**config.mk**
```make
export PLATFORM = sky130hd
export DESIGN_NAME = c64_dma_bus_master_flat
export DESIGN_NICKNAME = d
export VERILOG_FILES = /design/src/rtl/c64_dma_bus_master_if.sv /design/src/rtl/c64_dma_bus_master.sv /design/src/flat_wrapper.sv
export SDC_FILE = /design/constraint.sdc
export NUM_CORES = 1
export LEC_CHECK = 0
export ABC_CLOCK_PERIOD_IN_PS = 3500
export BUFFER_PORTS_ARGS = -buffer_cell sky130_fd_sc_hd__buf_2
export CAP_MARGIN = 25
export CORE_UTILIZATION = 30
export DETAILED_ROUTE_END_ITERATION = 8
export PLACE_DENSITY = 0.56
export REMOVE_ABC_BUFFERS = 1
export SLEW_MARGIN = 20
export SYNTH_ARGS = -nofsm -noshare
export SYNTH_HDL_FRONTEND = slang
export SYNTH_SLANG_ARGS = --single-unit
export TNS_END_PERCENT = 10
```
**constraint.sdc**
```tcl
create_clock -name clk -period 3.5 [get_ports clk]
set_input_delay 0.175 -clock clk [delete_from_list [all_inputs] [get_ports clk]]
set_output_delay 0.175 -clock clk [all_outputs]
set_load 0.01 [all_outputs]
```
**src/rtl/c64_dma_bus_master_if.sv**
```systemverilog
// Bus bundle between dma_engine, the C64 expansion port and c64_dma_bus_master.
// The master modport is the bus-master side; the slave modport is the environment side.
interface c64_dma_bus_master_if;
   logic [15:0] dma_a;
   logic [7:0]  dma_d;
   logic        dma_rw;
   logic        dma_req;
   logic        dma_ack;
   logic [7:0]  dma_q;
   logic        phi2;
   logic        ba;
   logic        dma_n;
   logic [15:0] bus_a_out;
   logic        bus_a_oe;
   logic        bus_rw_out;
   logic [7:0]  bus_d_out;
   logic        bus_d_oe;
   logic [7:0]  bus_d_in;

   modport master (
      input  dma_a, dma_d, dma_rw, dma_req, phi2, ba, bus_d_in,
      output dma_ack, dma_q, dma_n, bus_a_out, bus_a_oe, bus_rw_out, bus_d_out, bus_d_oe
   );

   modport slave (
      output dma_a, dma_d, dma_rw, dma_req, phi2, ba, bus_d_in,
      input  dma_ack, dma_q, dma_n, bus_a_out, bus_a_oe, bus_rw_out, bus_d_out, bus_d_oe
   );
endinterface

```
**src/rtl/c64_dma_bus_master.sv**
```systemverilog
// Runs single phi2-aligned C64 expansion-port bus cycles for dma_engine using a
// req/ack toggle handshake, keeping the bus (dma_n low) between close requests.
//
// state     | meaning
// ----------+---------------------------------------------------------------
// IDLE      | dma_n released, drivers off, waiting for a request
// ARM       | dma_n low, counting phi2 falls until the CPU is safely halted
// WAIT_RISE | waiting for a phi2 rise with BA high to start the bus cycle
// CYCLE     | address (and write data) driven for the phi2 high phase
// HOLD      | bus kept after a transfer; releases after HOLD_CLKS idle clks
module c64_dma_bus_master #(
   parameter int ARM_CYCLES  = 3,
   parameter int SAMPLE_CLKS = 20,
   parameter int HOLD_CLKS   = 64
) (
   input logic                  clk,
   input logic                  reset,
   c64_dma_bus_master_if.master bus
);
   typedef enum logic [2:0] {IDLE, ARM, WAIT_RISE, CYCLE, HOLD} state_t;

   localparam logic [7:0] ARM_LAST  = 8'(ARM_CYCLES);
   localparam logic [7:0] SAMPLE_AT = 8'(SAMPLE_CLKS - 1);
   localparam logic [7:0] HOLD_LAST = 8'(HOLD_CLKS);

   state_t      state, state_nxt;
   logic [7:0]  cnt, cnt_nxt;
   logic        captured, captured_nxt;
   logic        phi2_s1, phi2_s2, phi2_d, ba_s1, ba_s2;
   logic        rise, fall, pending;

   logic        dma_n_q, dma_n_nxt;
   logic [15:0] a_out_q, a_out_nxt;
   logic        a_oe_q, a_oe_nxt;
   logic        rw_out_q, rw_out_nxt;
   logic [7:0]  d_out_q, d_out_nxt;
   logic        d_oe_q, d_oe_nxt;
   logic [7:0]  q_q, q_nxt;
   logic        ack_q, ack_nxt;

   assign rise    = phi2_s2 & ~phi2_d;
   assign fall    = ~phi2_s2 & phi2_d;
   assign pending = bus.dma_req != ack_q;

   assign bus.dma_n      = dma_n_q;
   assign bus.bus_a_out  = a_out_q;
   assign bus.bus_a_oe   = a_oe_q;
   assign bus.bus_rw_out = rw_out_q;
   assign bus.bus_d_out  = d_out_q;
   assign bus.bus_d_oe   = d_oe_q;
   assign bus.dma_q      = q_q;
   assign bus.dma_ack    = ack_q;

   always_ff @(posedge clk or posedge reset) begin
      if (reset) begin
         phi2_s1  <= 1'b0;
         phi2_s2  <= 1'b0;
         phi2_d   <= 1'b0;
         ba_s1    <= 1'b0;
         ba_s2    <= 1'b0;
         state    <= IDLE;
         cnt      <= 8'd0;
         captured <= 1'b0;
         dma_n_q  <= 1'b1;
         a_out_q  <= 16'd0;
         a_oe_q   <= 1'b0;
         rw_out_q <= 1'b1;
         d_out_q  <= 8'd0;
         d_oe_q   <= 1'b0;
         q_q      <= 8'd0;
         ack_q    <= 1'b0;
      end else begin
         phi2_s1  <= bus.phi2;
         phi2_s2  <= phi2_s1;
         phi2_d   <= phi2_s2;
         ba_s1    <= bus.ba;
         ba_s2    <= ba_s1;
         state    <= state_nxt;
         cnt      <= cnt_nxt;
         captured <= captured_nxt;
         dma_n_q  <= dma_n_nxt;
         a_out_q  <= a_out_nxt;
         a_oe_q   <= a_oe_nxt;
         rw_out_q <= rw_out_nxt;
         d_out_q  <= d_out_nxt;
         d_oe_q   <= d_oe_nxt;
         q_q      <= q_nxt;
         ack_q    <= ack_nxt;
      end
   end

   always_comb begin
      state_nxt    = state;
      cnt_nxt      = cnt;
      captured_nxt = captured;
      dma_n_nxt    = dma_n_q;
      a_out_nxt    = a_out_q;
      a_oe_nxt     = a_oe_q;
      rw_out_nxt   = rw_out_q;
      d_out_nxt    = d_out_q;
      d_oe_nxt     = d_oe_q;
      q_nxt        = q_q;
      ack_nxt      = ack_q;
      case (state)
         IDLE: begin
            dma_n_nxt = 1'b1;
            a_oe_nxt  = 1'b0;
            d_oe_nxt  = 1'b0;
            if (pending) begin
               dma_n_nxt = 1'b0;
               cnt_nxt   = 8'd0;
               state_nxt = ARM;
            end
         end
         ARM: begin
            if (fall) begin
               cnt_nxt = cnt + 8'd1;
               if (cnt + 8'd1 == ARM_LAST) state_nxt = WAIT_RISE;
            end
         end
         WAIT_RISE: begin
            if (rise && ba_s2) begin
               a_out_nxt  = bus.dma_a;
               rw_out_nxt = ~bus.dma_rw;
               a_oe_nxt   = 1'b1;
               if (bus.dma_rw) begin
                  d_out_nxt = bus.dma_d;
                  d_oe_nxt  = 1'b1;
               end
               cnt_nxt      = 8'd0;
               captured_nxt = 1'b0;
               state_nxt    = CYCLE;
            end
         end
         CYCLE: begin
            if (cnt != 8'hFF) cnt_nxt = cnt + 8'd1;
            // An early phi2 fall forces the read capture so dma_q is valid at ack.
            if (rw_out_q && !captured && (fall || cnt == SAMPLE_AT)) begin
               q_nxt        = bus.bus_d_in;
               captured_nxt = 1'b1;
            end
            if (fall) begin
               a_oe_nxt  = 1'b0;
               d_oe_nxt  = 1'b0;
               ack_nxt   = ~ack_q;
               cnt_nxt   = 8'd0;
               state_nxt = HOLD;
            end
         end
         HOLD: begin
            if (pending) begin
               state_nxt = WAIT_RISE;
            end else begin
               cnt_nxt = cnt + 8'd1;
               if (cnt + 8'd1 == HOLD_LAST) begin
                  dma_n_nxt = 1'b1;
                  state_nxt = IDLE;
               end
            end
         end
         default: state_nxt = IDLE;
      endcase
   end
endmodule

```
**src/flat_wrapper.sv**
```systemverilog
// flat-port wrapper written by rule: the top's interface ports become plain ports
module c64_dma_bus_master_flat 
#(
   parameter int ARM_CYCLES  = 3,
   parameter int SAMPLE_CLKS = 20,
   parameter int HOLD_CLKS   = 64
)
  (clk, reset, bus_dma_a, bus_dma_d, bus_dma_rw, bus_dma_req, bus_phi2, bus_ba, bus_bus_d_in, bus_dma_ack, bus_dma_q, bus_dma_n, bus_bus_a_out, bus_bus_a_oe, bus_bus_rw_out, bus_bus_d_out, bus_bus_d_oe);
  c64_dma_bus_master_if bus_i ();
  input logic clk;
  input logic reset;
  input wire logic [$bits(bus_i.dma_a)-1:0] bus_dma_a;
  input wire logic [$bits(bus_i.dma_d)-1:0] bus_dma_d;
  input wire logic [$bits(bus_i.dma_rw)-1:0] bus_dma_rw;
  input wire logic [$bits(bus_i.dma_req)-1:0] bus_dma_req;
  input wire logic [$bits(bus_i.phi2)-1:0] bus_phi2;
  input wire logic [$bits(bus_i.ba)-1:0] bus_ba;
  input wire logic [$bits(bus_i.bus_d_in)-1:0] bus_bus_d_in;
  output wire logic [$bits(bus_i.dma_ack)-1:0] bus_dma_ack;
  output wire logic [$bits(bus_i.dma_q)-1:0] bus_dma_q;
  output wire logic [$bits(bus_i.dma_n)-1:0] bus_dma_n;
  output wire logic [$bits(bus_i.bus_a_out)-1:0] bus_bus_a_out;
  output wire logic [$bits(bus_i.bus_a_oe)-1:0] bus_bus_a_oe;
  output wire logic [$bits(bus_i.bus_rw_out)-1:0] bus_bus_rw_out;
  output wire logic [$bits(bus_i.bus_d_out)-1:0] bus_bus_d_out;
  output wire logic [$bits(bus_i.bus_d_oe)-1:0] bus_bus_d_oe;
  assign bus_i.dma_a = bus_dma_a;
  assign bus_i.dma_d = bus_dma_d;
  assign bus_i.dma_rw = bus_dma_rw;
  assign bus_i.dma_req = bus_dma_req;
  assign bus_i.phi2 = bus_phi2;
  assign bus_i.ba = bus_ba;
  assign bus_i.bus_d_in = bus_bus_d_in;
  assign bus_dma_ack = bus_i.dma_ack;
  assign bus_dma_q = bus_i.dma_q;
  assign bus_dma_n = bus_i.dma_n;
  assign bus_bus_a_out = bus_i.bus_a_out;
  assign bus_bus_a_oe = bus_i.bus_a_oe;
  assign bus_bus_rw_out = bus_i.bus_rw_out;
  assign bus_bus_d_out = bus_i.bus_d_out;
  assign bus_bus_d_oe = bus_i.bus_d_oe;
  c64_dma_bus_master #(.ARM_CYCLES(ARM_CYCLES), .SAMPLE_CLKS(SAMPLE_CLKS), .HOLD_CLKS(HOLD_CLKS)) u_core (.clk(clk), .reset(reset), .bus(bus_i));
endmodule
```
==> flow_summary.ini <==
[die]
start_util = 0.3091
fp.dieH_um = 94.02
dieArea_sq_um = 8839
rows = 33
core_sq_um = 8217
die_w_um = 94.02
io_pins = 75

[timing]
fin_tns_setup_ns = 0
fin_crit_sh = 0.6396
period_needed_ns = 2.238
rsz0062_at_grt = no
fmax_mhz = 446.7
hold_viol_final = 0
setup_violations = 0
drv_slew = 0
tightest_slew_ns = 0.6278
max-slew-margin-rel = 0.5784
skew_ns = 0.01102

[global_route]
antenna_found_initial = 0
grt_pass1_wl_mm = 9.066
grt.overflow.total = 0
grt_pass1_vias = 1851
track_usage = 0.1314
grt_max_degree = 41

[clocking]
cts_buffers = 5
cts.clk_slew.worst_paths_ns = 0.10
clock_sinks = 54
cts_root_buffer = clkbuf_8
cts_buffer_depth = 2
postCtsSetupBuffers = 0
h-tree-depth = 2
cts_tree = yes
cts_resized = 0
insertion_delay_ns = 0.31

[final_layout]
multi_input_area_sq_um = 1056
antennaDiodeCount = 0
fin_area_sq_um = 3097
fillerInstances = 843
drive_gt1_frac = 0.3967
seqCellArea_sq_um = 1354
syn2layout_area_growth_pct = 21.92
layout.nets = 344

[power]
ir_worst_vdd_mv = 0.3279
leakagePower_nw = 1.567
powerDensity_nw_per_um2 = 718.2
power_mw = 2.224

[setup_path]
critPathRequiredTime_ns = 3.69
start_kind = register
worst_ep_arrival_time_ns = 2.43
criticalPathCategory = reg -> reg
path_max_fanout = 9
rrSetupSlack_ns = 1.26
r2r-start = u_core.cnt[0]
rr_worst_depth = 6
end_kind = register
r2r-end = u_core.cnt[6]

[placed_design]
dp_hpwl_mm = 3.712
port_buffers = 74
place_area_sq_um = 2945
place_congestion = 0.8065

[drt]
drc = 0
postRouteAntennaNets = 0
drtPass1Iterations = 4
wl_per_cell_um = 12.97
dr.first_iter.drc_count = 97
vias = 1962
avgViaCountPerCell = 4.785
wl_mm = 5.319

[run_status]
status = completed

[synth]
synth_compound_area_frac = 0.09704
yosys.area.top_type = dfrtp_1
ys_ff_latch = 54
avgSynthCellArea_sq_um = 10.95
syn_inst = 232
synth_fa_ha_area_frac = 0.009852
synth_xor_area_frac = 0.02709
synth_top_family_by_area = simple AND/OR/NAND/NOR gates
synthMuxAreaShare = 0.07931
yosysWarnings = 0
synth_area_sq_um = 2540
async_flop_share = 1.000
yosys-top-cells-area = dfrtp_1 (51%), nand2_1 (8.4%), mux2_2 (7.5%)
synth_edf_count = 0
synth_top_area_frac = 0.5123
seq_area_frac_synth = 0.5330
yosys.area_share.simple = 0.2025
synth_cell_types = 53
synthFlopType = dfrtp_1

[hold_path]
hp-class = in -> reg
whs_endpoint = u_core.bus.bus_a_out[9]
hold_start = bus_dma_a[9]
whs_path_depth = 3

[run]
maxCapViolations = 0
==> logic make-up after synthesis <==
kind of cell | count (synthesis)
compound gates | 31
flops | 54
buf+inv | 19
fa+ha+maj | 2
mux | 18
xor+xnor | 7
simple gates | 101
==> synthesized netlist by cell type (2+ instances only) <==
master	count
a41oi_1	2
nand2b_1	3
a21oi_1	3
inv_1	5
nand2_1	57
nor2_1	6
clkbuf_1	6
and3_1	4
a211o_2	2
a21o_2	2
nor3_1	6
nand3_1	3
o41ai_1	2
nor3b_1	3
dfrtp_1	52
o21ai_0	5
mux2_2	17
o21a_1	2
buf_6	4
nor4_1	4
a211o_1	4
dfstp_2	2
nand4_1	3
ha_1	2
xnor2_1	4
xor2_1	2
==> worst max-delay path by stage <==
stage / startpoint / slack, ns / end / cells after the start
floorplan: u_core.state[1] / 1.44 / u_core.bus.bus_d_out[0] / 4
global placement: u_core.cnt[0] / 1.31 / u_core.bus.dma_q[0] / 6
detailed placement: u_core.cnt[0] / 1.26 / u_core.bus.dma_q[0] / 6
CTS: u_core.cnt[0] / 1.25 / u_core.bus.dma_q[0] / 6
global route: u_core.cnt[0] / 1.08 / u_core.bus.dma_q[2] / 6
finish: u_core.cnt[0] / 1.26 / u_core.cnt[6] / 6
==> power by group <==
group	internal [mW]	switching (mW)
Combinational	0.357	0.405
Sequential	0.853	0.169
Clock	0.235	0.205
==> sequential cells by signal (all words and copies together), names as in the netlist, 3 cells and up <==
| register | count |
|---|---|
| u_core.state | 3 |
| u_core.bus.bus_a_out | 16 |
| u_core.bus.bus_d_out | 8 |
| u_core.cnt | 8 |
| u_core.bus.dma_q | 8 |
==> placed cells by master, fill, tap and decap left out, types with 2 or more instances in the layout <==
master          n
xor2_1          2
nor3b_1         3
nand2b_1        3
a211o_1         4
nand3_1         3
nand4_1         3
a21oi_1         3
dfstp_2         2
xnor2_1         4
nand2_1        57
o21a_1          2
dlygate4sd3_1   3
nor4_1          4
o21ai_0         5
buf_2          74
a21o_2          2
clkbuf_8        6
inv_1           4
o41ai_1         2
a41oi_1         2
mux2_2         17
dfrtp_1        52
buf_4           2
nor2_1          6
nor3_1          6
a211o_2         2
ha_1            2
and3_1          4
==> critical path: stages, from the launching register on <==
cell     delay [ns]
dfrtp_1        0.44
ha_1           0.28
nand3_1        0.14
nor2_1         0.09
a211o_1        0.38
a221o_2        0.43
a221o_1        0.37
==> repair_timing <==
| item | CTS | global route |
|---|---|---|
| setup endpoints to repair | 0 | 0 |
| hold endpoints to repair | 15 | 0 |
| hold buffers | 3 | 0 |
==> cell type report <==
type,count,area share
Sequential cell,54,0.4372
Clock buffer,6,0.02667
Tap cell,105,0.04242
Clock inverter,2,0.01253
Inverter,5,0.006061
Timing Repair Buffer,79,0.1341
Multi-Input combinational cell,159,0.3410
==> metal layers <==
layer  up-vias  track usage  share of wire
li1        947            -              -
met1       938       0.1751           0.47
met2        70       0.2086           0.45
met3         7      0.03236          0.069
met4         0      0.04231          0.012
met5         -            0              0
==> through the flow <==
step / worst slack, ns / cells / hold WS [ns] / util
floorplan: 1.435 / 218 / 0.2064 / -
global placement: 1.313 / 399 / 0.1491 / 0.3585
detailed placement: 1.265 / 399 / 0.1523 / 0.3585
CTS: 1.247 / 410 / 0.03503 / 0.3769
global route: 1.079 / 410 / 0.04589 / 0.3769
finish: 1.262 / 410 / 0.04602 / 0.3769
Note: power is estimated with default switching activity, not from simulation.
